File: config.mk
export PLATFORM = sky130hd
export DESIGN_NAME = fir_error_monitor
export DESIGN_NICKNAME = d
export VERILOG_FILES = /design/src/rtl/fir_error_monitor.sv
export SDC_FILE = /design/constraint.sdc
export NUM_CORES = 1
export LEC_CHECK = 0
export BUFFER_PORTS_ARGS = -buffer_cell sky130_fd_sc_hd__buf_2
export CORE_ASPECT_RATIO = 1.1
export CORE_MARGIN = 1
export CORE_UTILIZATION = 58
export CTS_BUF_LIST = sky130_fd_sc_hd__clkbuf_4
export CTS_CLUSTER_DIAMETER = 100
export DETAILED_ROUTE_END_ITERATION = 10
export PLACE_DENSITY = 0.81
export SYNTH_ARGS = -nofsm -noshare
export SYNTH_HDL_FRONTEND = slang
export SYNTH_SLANG_ARGS = --single-unit
File: constraint.sdc
create_clock -name clk -period 4.3 [get_ports clk]
set_input_delay 0.86 -clock clk [delete_from_list [all_inputs] [get_ports clk]]
set_output_delay 0.86 -clock clk [all_outputs]
set_load 0.05 [all_outputs]
File: src/rtl/fir_error_monitor.sv
// Per-frame error scoring of the FIR output stream against a golden stream.
// Accumulates saturating sum |err|, worst-case |err| and mismatch count.
module fir_error_monitor #(
    parameter int W         = 16,
    parameter int FRAME_LEN = 32,
    parameter int SKIP      = 3,
    parameter int SUM_W     = 22,
    parameter int CNT_W     = 6
) (
    input  logic             clk,
    input  logic             reset_n,
    input  logic             start,
    input  logic             in_valid,
    input  logic [W-1:0]     dut_sample,
    input  logic [W-1:0]     ref_sample,
    output logic             busy,
    output logic             done,
    output logic [SUM_W-1:0] sum_abs_err,
    output logic [W:0]       max_abs_err,
    output logic [CNT_W-1:0] mismatch_cnt,
    output logic             sat
);

    typedef enum logic [1:0] {
        IDLE,
        WARMUP,
        RUN,
        REPORT
    } state_t;

    localparam int ACC_W = ((SUM_W > W + 1) ? SUM_W : W + 1) + 1;
    localparam logic [SUM_W-1:0] SUM_MAX = '1;
    localparam logic [CNT_W-1:0] SKIP_LAST =
        CNT_W'((SKIP > 0) ? SKIP - 1 : 0);
    localparam logic [CNT_W-1:0] FRAME_LAST = CNT_W'(FRAME_LEN - 1);

    state_t state;
    state_t state_nx;

    logic [CNT_W-1:0] skip_cnt;
    logic [CNT_W-1:0] sample_cnt;

    logic signed [W:0] diff;
    logic [W:0]        abs_err;
    logic [ACC_W-1:0]  sum_wide;
    logic              sat_hit;
    logic              clear;
    logic              score;

    always_comb begin
        diff = $signed({dut_sample[W-1], dut_sample})
             - $signed({ref_sample[W-1], ref_sample});
        abs_err = diff[W] ? $unsigned(-diff) : $unsigned(diff);
        sum_wide = ACC_W'(sum_abs_err) + ACC_W'(abs_err);
        sat_hit = sum_wide > ACC_W'(SUM_MAX);
        clear = (state == IDLE) && start;
        score = (state == RUN) && in_valid;
    end

    always_ff @(posedge clk or negedge reset_n) begin
        if (!reset_n) state <= IDLE;
        else          state <= state_nx;
    end

    always_comb begin
        state_nx = state;
        unique case (state)
            IDLE: begin
                if (start) state_nx = (SKIP > 0) ? WARMUP : RUN;
            end
            WARMUP: begin
                if (in_valid && skip_cnt == SKIP_LAST) state_nx = RUN;
            end
            RUN: begin
                if (in_valid && sample_cnt == FRAME_LAST) state_nx = REPORT;
            end
            REPORT: state_nx = IDLE;
            default: state_nx = IDLE;
        endcase
    end

    // Flags follow the next state so they line up with the state register.
    always_ff @(posedge clk or negedge reset_n) begin
        if (!reset_n) begin
            busy         <= 1'b0;
            done         <= 1'b0;
            sum_abs_err  <= '0;
            max_abs_err  <= '0;
            mismatch_cnt <= '0;
            sat          <= 1'b0;
            skip_cnt     <= '0;
            sample_cnt   <= '0;
        end else begin
            busy <= (state_nx == WARMUP) || (state_nx == RUN);
            done <= (state_nx == REPORT);
            if (clear) begin
                sum_abs_err  <= '0;
                max_abs_err  <= '0;
                mismatch_cnt <= '0;
                sat          <= 1'b0;
                skip_cnt     <= '0;
                sample_cnt   <= '0;
            end else if (state == WARMUP && in_valid) begin
                skip_cnt <= skip_cnt + 1'b1;
            end else if (score) begin
                if (sat_hit) begin
                    sum_abs_err <= SUM_MAX;
                    sat         <= 1'b1;
                end else begin
                    sum_abs_err <= sum_wide[SUM_W-1:0];
                end
                if (abs_err > max_abs_err) max_abs_err <= abs_err;
                if (abs_err != '0) mismatch_cnt <= mismatch_cnt + 1'b1;
                sample_cnt <= sample_cnt + 1'b1;
            end
        end
    end

endmodule

==> summary.txt, run 1 <==
Status
  • Status: did not finish
  • Last stage reached: global routing (5_1_grt)
  • Err: [ERROR GRT-0232] Routing congestion too high. Check the congestion heatmap in the GUI.

Yosys
  • Ys async rst share: between 90% and 100%
  • Syn nets: around 750
  • Count leader, synth: nor2_1
  • Largest cells by area after synthesis: dfrtp_1 (28%), ha_1 (13%), nor2_1 (4.7%)
  • Distinct cells, synth: 65
  • Sequential fraction of the synthesis area: 28.4%
  • Synthesized instance count: between 600 and 700
  • Top cell type by total area after synthesis: dfrtp_1
  • Most used DFF post-synth: dfrtp_1
  • Yosys reg bits: 62
  • Yosys top cell area share: between 20% and 30%
  • Commonest cells post-synth: nor2_1 (68), nand2_1 (66), dfrtp_1 (62)
  • Mapped Area: roughly 0.0055 sq mm
  • Number of synthesized flops with an enable pin: 0
  • Yosys warns: 0
  • Mean Syn Cell Area: about 8.4 sq um

Floorplan
  • Row Count: 36
  • Die height: between 100 and 150 um
  • IO Count: 84
  • Initial Utilization: between 60 and 70%
  • Die width: 94.6 um

Place
  • PortBufs: 83
  • Placed insts: a little under 1000
  • Post-DP HPWL: approximately 13000 um
  • Gpl congestion: around 0.92

Global route
  • Global route overflow: ~630
  • Largest net degree at the start of global routing: 40
  • Total GRT Usage: a little over 90%

CTS
  • TritonCTS Buffers: 9
  • Deepest clock path buffer count: 2
  • Root buf cell: clkbuf_4
  • Clk sink count: 62
  • Hold_buf cts: 0
  • H-tree levels: 3

Timing
  • Worst EP post-GRT repair: max_abs_err[9]$_DFFE_PN0P_/D
  • Worst endpoint type: register input
[repair_timing]
| action | CTS |
|---|---|
| endpoints found under the setup margin | 45 |
| cloned | 2 |
| pin swaps | 63 |
| setup buffers | 41 |
| gates resized for setup | 125 |
[routing by layer]
metal | track usage (%) | GRT overflow
met2 | 118 | 435
met1 | 86.6 | 4
met3 | 64.0 | 5
met5 | 14.4 | 0
met4 | 110 | 181
[per-stage QoR]
stage	hold slack [ps]	area (sq um)	utilization, %	setup slack (ps)
4_1_cts	540	8270	91.8	-324
3_5_place_dp	534	7270	80.7	-1060
3_3_place_gp	501	7270	80.7	-922
2_1_floorplan	506	5680	-	-774
[logic make-up after synthesis]
kind of cell / Yosys count / share of synthesized area [%]
xor+xnor: 48 / 7.69
fa+ha+maj: 60 / 14.0
simple gates: 223 / 19.6
mux: 21 / 4.28
flops: 62 / 28.4
compound gates: 175 / 21.7
buf+inv: 63 / 4.33
==> run 2: changes to the inputs <==
- CORE_ASPECT_RATIO: 1.1 -> default
- CORE_UTILIZATION: 58 -> 40
- CTS_BUF_LIST: sky130_fd_sc_hd__clkbuf_4 -> default
- CTS_CLUSTER_DIAMETER: 100 -> default
- PLACE_DENSITY: 0.81 -> default
- PLACE_DENSITY_LB_ADDON: default -> 0.15
==> summary.txt, run 2 <==
Worst hold path
  • Hold crit path type: register to register

CTS
  • Deepest clock path buffer count: 2 (unchanged)
  • Hold_buf cts: 0 (unchanged)
  • Clock latency on the worst-skew pair: between 300 and 400 ps
  • H-tree levels: 3 (unchanged)
  • Clk sink count: 62 (unchanged)
  • Root buf cell: clkbuf_16
  • TritonCTS Buffers: 9 (unchanged)
  • CTS tree: built
  • CTS clk-pin slew, worst paths: around 50 ps

Floorplan
  • Initial Utilization: 41.1% (-20 points)
  • Die width: 119 um (+26%)
  • Die area: between 0.01 and 0.015 sq mm
  • IO Count: 84 (unchanged)
  • Die height: 119 um (+15%)
  • Core box area: between 0.01 and 0.015 sq mm
  • Row Count: 42 (+17%)

Setup path
  • Crit Path Class: primary input to register
  • Worst setup EP type: register
  • Worst EP arrival: between 4000 and 5000 ps
  • Startpoint types: primary input
  • R2r setup slk: around 1200 ps
  • CP required: 4490 ps
  • Worst-path maximum fanout: 4

Route
  • Drt first pass iters: 4
  • DR DRC count: 0
  • Drt total wl: roughly 17000 um
  • Routed length per instance: about 16 um
  • Vias per cell: 5.38
  • ANT nets after route: 0
  • Vias: 5944
  • 1st-iter DRT viols: about 230

Power
  • Sequential Power Share: a little under a fifth
  • Power, Total: approximately 4.2 mW
  • Net Switching: 1.84 mW
  • Leak Pwr: ~4.4 nW
  • Sw frac: around 44%
  • Maximum vdd drop: 231 uV
  • Int Pwr: between 2 and 2.5 mW
  • Clk pwr share: between 15 and 20%
  • Power Density: about 470 mW/mm^2
  • Combinational share of power: approximately 65%

Final layout
  • Fillers: between 1000 and 1500
  • Max reg flops: 22
  • Commonest non-fill, non-tap cells in the layout: buf_4 (177), buf_2 (81), nor2_1 (62), dfrtp_1 (62), nand2_1 (49)
  • Top Registers: sum_abs_err: 22 flops, max_abs_err: 17 flops
  • N_diodes: 0
  • Cell area after layout: 0.00879 sq mm
  • Fraction of layout cells with a size suffix above 1: 48.3%
  • Top reg by flops: sum_abs_err
  • Most common cell after layout, fill and taps aside: buf_4
  • # nets final: 1020
  • Area grow syn2layout: 60.8%

Yosys
  • Count leader, synth: nor2_1
  • Sequential fraction of the synthesis area: 28.4% (unchanged)
  • Yosys reg bits: 62 (unchanged)
  • Most used DFF post-synth: dfrtp_1
  • Number of synthesized flops with an enable pin: 0 (unchanged)
  • Top cell type by total area after synthesis: dfrtp_1
  • Ys async rst share: 100% (unchanged)
  • Commonest cells post-synth: nor2_1 (68), nand2_1 (66), dfrtp_1 (62)
  • Mean Syn Cell Area: 8.39 sq um (unchanged)
  • Syn nets: 748 (unchanged)
  • Distinct cells, synth: 65 (unchanged)
  • Yosys top cell area share: 28.4% (unchanged)
  • Largest cells by area after synthesis: dfrtp_1 (28%), ha_1 (13%), nor2_1 (4.7%)
  • Synthesized instance count: 652 (unchanged)
  • Yosys warns: 0 (unchanged)
  • Mapped Area: 0.00547 sq mm (unchanged)

Timing
  • Worst slew pin tran: 739 ps
  • FMAX: around 210 MHz
  • RSZ-0062 raised after global routing: yes
  • Post-layout min period: approximately 4700 ps
  • Period utilization: 108%
  • Fin. Hold Viols: 0
  • Slew headroom: 50.6%
  • # setup viols final: between 40 and 50
  • Post-route setup slack: -353 ps
  • Clock skew: slightly below 8 ps
  • Final-report max-slew violation count: 0

Global route
  • Global route overflow: 0
  • Antenna violations before repair: 0
  • Vias in the first global route: about 6000
  • First-pass GRT wire length: 28200 um
  • Largest net degree at the start of global routing: 38
  • Total GRT Usage: approximately 25%

Place
  • PortBufs: 83 (unchanged)
  • Placed Area: 0.00735 sq mm (+1.1%)
  • Post-DP HPWL: 12500 um (-1.2%)
  • Gpl congestion: 0.891 (-2.8%)

Status
  • Failing checks: negative setup slack
  • Status: finished with violations

Run
  • Max-capacitance violation count: 0
run 2: cell counts after synthesis:
Identical to the previous run, type by type.
run 2: kinds of logic (layout without fill, tap and decap cells):
logic type	after synthesis	after routing	share of synthesized area [%]
multiplexers	21	21	4.28
adder cells (fa/ha/maj)	60	60	14.0
XOR/XNOR	48	48	7.69
flip-flops	62	62	28.4
AND/OR/NAND/NOR	223	223	19.6
AO/OA/AOI/OAI	175	175	21.7
buffers and inverters	63	340	4.33
run 2: path summary, 6_finish.rpt:
kind / from / end / depth (start not counted)
max: dut_sample[0] / sum_abs_err[20] / 25
min: sat / sat / 2
max reg2reg: max_abs_err[1] / max_abs_err[15] / 15
min reg2reg: sat / sat / 2
max in group asynchronous: reset_n / max_abs_err[16] / 2
min in group asynchronous: reset_n / sample_cnt[4] / 1
run 2: timing repair:
item / 4_1_cts / 5_1_grt
buffers inserted: 37 / 7
resized for setup: 127 / 50
cloned: 2 / 0
pin swaps: 66 / 42
endpoints found under the setup margin: 46 / 46
run 2: critical path, cell delays in order:
cell and delay, ps:
buf_8 90, inv_12 30, ha_4 150, fa_2 340, nand2b_4 180, a21oi_4 150
o21ai_2 80, nand4b_1 150, nand2_2 140, nand2_4 90, o21ai_4 70, buf_4 150
buf_4 130, fa_2 360, a21o_1 200, a21oi_2 180, o21bai_2 100, a31oi_4 220
o31ai_2 100, a31o_2 260, a2111oi_4 320, nor2_2 110, buf_4 150, a31oi_1 170
a211oi_1 70
run 2: per-layer routing:
layer | wire length (um) | track usage [%] | part of all wire [%] | vias up
li1 | - | - | - | 2894
met1 | 7080 | 27.8 | 41 | 2848
met2 | 8910 | 45.3 | 51 | 150
met3 | 576 | 3.07 | 3.3 | 52
met4 | 848 | 15.5 | 4.9 | 0
met5 | 0 | 0 | 0 | -
run 2: area by class of cell:
cell class	instances	area [sq um]	share of cell area [%]
clock buffer	10	239	2.72
sequential	62	1550	17.6
timing repair buffer	278	1990	22.6
clock inverter	6	45.0	0.512
tap	176	220	2.50
inverter	46	193	2.19
multi-input combinational	527	4560	51.8
run 2: power groups by stage:
stage | logic [mW] | clock network (mW) | registers, mW
finish | 2.69 | 0.686 | 0.796
CTS | 2.49 | 0.695 | 0.793
floorplan | 1.10 | 0 | 1.05
global route | 2.89 | 0.726 | 0.807
global placement | 2.08 | 0 | 0.792
detailed placement | 2.13 | 0 | 0.797
run 2: per-stage QoR:
| step | instances | setup WS [ps] | util (%) | setup TNS [ps] | hold slack, ps |
|---|---|---|---|---|---|
| 2_1_floorplan | 652 | -774 | - | -22940 | 506 |
| 3_3_place_gp | 1043 | -971 | 55.3 | -38980 | 502 |
| 3_5_place_dp | 1043 | -1110 | 55.3 | -43120 | 503 |
| 4_1_cts | 1098 | -316 | 63.9 | -9990 | 521 |
| 5_1_grt | 1105 | -521 | 66.1 | -18240 | 548 |
| 6_report | 1105 | -353 | 66.1 | -11860 | 523 |
No activity file was read; power rests on OpenSTA's default activity.
==> run 3: changes to the inputs <==
- clock period: 4.3 -> 4.6 ns (I/O delays scaled with it)
==> summary.txt, run 3 (same netlist as run 2, synthesis figures left out) <==
Route
  • Vias: 5691 (-4.3%)
  • Vias per cell: 5.22 (-3.0%)
  • 1st-iter DRT viols: 209 (-10%)
  • Drt total wl: 16200 um (-7.0%)
  • Routed length per instance: 14.8 um (-5.8%)
  • Drt first pass iters: 4 (unchanged)
  • DR DRC count: 0 (unchanged)
  • ANT nets after route: 0 (unchanged)

Setup path
  • R2R Path Start: max_abs_err[1]
  • CP bufs+invs: 4 (-1)
  • Crit Path Class: primary input to register
  • CP required: 4820 ps (+330 ps)
  • Worst EP arrival: 4970 ps (+130 ps)
  • Worst path max stage delay: 550 ps (+190 ps)
  • R2r setup slk: 1510 ps (+290 ps)
  • Most used cell, CP: o21a_1
  • Reg2reg path depth: 15 (unchanged)
  • Worst-path maximum fanout: 4 (unchanged)
  • Slowest cell on crit path: or4_4
  • Reg-to-Reg End: max_abs_err[1]
  • Startpoint types: primary input
  • Worst setup EP type: register
  • CP cell instances: buf_2, inv_1, ha_4, or4_4, o21ai_4, nand4b_1, nand2_2, nand2_4, o21ai_4, ha_4, nor2b_1, o21a_1, o21a_1, o21a_1, o21a_1, o21a_1, o21a_1, o21ai_2, a311oi_2, o31ai_2, buf_4, buf_6, mux2_2
  • Critical path's top delay family: compound AO/OA/AOI/OAI gates

Status
  • Status: finished with violations
  • Failing checks: negative setup slack

Final layout
  • N_diodes: 0 (unchanged)
  • # nets final: 1006 (-1.4%)
  • Area grow syn2layout: 54.5%
  • Commonest non-fill, non-tap cells in the layout: buf_4 (173), buf_2 (81), dfrtp_1 (62)
  • Top reg by flops: sum_abs_err
  • Cell area after layout: 0.00845 sq mm (-4.0%)
  • Non-filler cells, final: 1091 (-1.3%)
  • Fraction of layout cells with a size suffix above 1: 43.3% (-5.1 points)
  • Top Registers: sum_abs_err: 22 flops, max_abs_err: 17 flops
  • Most common cell after layout, fill and taps aside: buf_4
  • Max reg flops: 22 (unchanged)

CTS
  • Clk sink count: 62 (unchanged)
  • Root buf cell: clkbuf_16
  • CTS clk-pin slew, worst paths: 60 ps (about the same)
  • H-tree levels: 3 (unchanged)
  • TritonCTS Buffers: 9 (unchanged)
  • Deepest clock path buffer count: 2 (unchanged)
  • CTS tree: built
  • Clock latency on the worst-skew pair: 340 ps (about the same)

Timing
  • FMAX: 210 MHz
  • RSZ-0062 raised after global routing: yes
  • Clock skew: 7.57 ps (-0.152 ps)
  • Worst slew pin tran: 632 ps (-107 ps)
  • Final-report max-slew violation count: 0 (unchanged)
  • WHS: 532 ps (+9.14 ps)
  • Slew headroom: 57.7% (+7.2 points)
  • Post-route setup slack: -151 ps (+202 ps)
  • Period utilization: 103%
  • # setup viols final: 21 (-53%)
  • Fin. Hold Viols: 0 (unchanged)
  • Post-layout min period: ~4800 ps

Worst hold path
  • WHS Endpoint: sat
  • Hold path depth: 2 (unchanged)
  • Hold_sp: sat
  • Hold crit path type: register to register

Global route
  • Largest net degree at the start of global routing: 39 (+2.6%)
  • Vias in the first global route: 5801 (-4.6%)
  • Antenna violations before repair: 0 (unchanged)
  • Global route overflow: 0 (unchanged)
  • Total GRT Usage: 23.4% (-1.7 points)
  • First-pass GRT wire length: 26600 um (-5.9%)

Floorplan
  • Die width: 119 um (unchanged)
  • Die area: 0.0141 sq mm (unchanged)
  • Core box area: 0.0133 sq mm (unchanged)
  • IO Count: 84 (unchanged)
  • Row Count: 42 (unchanged)
  • Die height: 119 um (unchanged)
  • Initial Utilization: 41.1% (unchanged)

Power
  • Leak Pwr: 4.27 nW (-3.3%)
  • Maximum vdd drop: 216 uV (-6.2%)
  • Power Density: 451 mW/mm^2 (-5.0%)

Run
  • Max-capacitance violation count: 0 (unchanged)

Place
  • Post-DP HPWL: 12300 um (-1.7%)
  • Gpl congestion: 0.892 (+0.11%)
  • Placed insts: 1042 (-0.096%)
  • Placed Area: 0.00733 sq mm (-0.27%)
  • PortBufs: 83 (unchanged)
-- run 3: final cells by class --
type	instances	area [sq um]
fillers	1140	4850
multi-input cells	527	4330
repair buffers	264	1840
flip-flops and latches	62	1550
clock buffers	12	246
well taps	176	220
inverters	46	190
clock inverters	4	70.1
-- run 3: repair_timing --
action | CTS | global route
setup endpoints to repair | 40 | 41
gates cloned | 1 | 1
pin swaps | 43 | 37
hold buffers | 0 | 0
buffers inserted | 25 | 7
gates resized for setup | 65 | 51
-- run 3: how the worst max path moves through the flow --
stage                        from              end  slack [ps]  depth (start not counted)
floorplan           dut_sample[0]  max_abs_err[10]        -540                         23
global placement    dut_sample[0]  max_abs_err[14]        -700                         19
detailed placement  dut_sample[0]  max_abs_err[13]        -710                         19
CTS                 dut_sample[0]   max_abs_err[9]         -70                         24
global route        dut_sample[0]   max_abs_err[3]        -340                         24
finish              ref_sample[4]   max_abs_err[1]        -150                         23
-- run 3: worst register-to-register path, cell delays in order, from the launching register on --
cell,delay (ps)
dfrtp_1,380
inv_1,120
ha_4,220
nor2b_1,120
o21a_1,160
o21a_1,160
o21a_1,160
o21a_1,160
o21a_1,160
o21a_1,170
o21ai_2,120
a311oi_2,120
o31ai_2,310
buf_4,180
buf_6,120
mux2_2,320
-- run 3: metal layers --
metal	share of wire (%)	up-vias	track usage, %
met5	0	-	0
met1	42	2698	26.8
met2	53	115	43.3
li1	-	2852	-
met4	2.4	0	10.4
met3	2.6	26	2.49
-- run 3: per-stage QoR --
stage | utilization (%) | setup TNS, ps | total power, mW | worst slack, ps
final | 63.5 | -2170 | 3.81 | -151
after floorplan | - | -13650 | 2.00 | -536
after CTS | 60.9 | -687 | 3.63 | -68.2
after global placement | 55.1 | -27120 | 2.68 | -701
after detailed placement | 55.1 | -26910 | 2.73 | -710
after global routing | 63.5 | -10010 | 4.06 | -345
-- run 3: report_power, final --
group          switching [mW]  internal (mW)
registers              0.0968          0.644
clock network           0.243          0.487
logic                    1.27           1.07
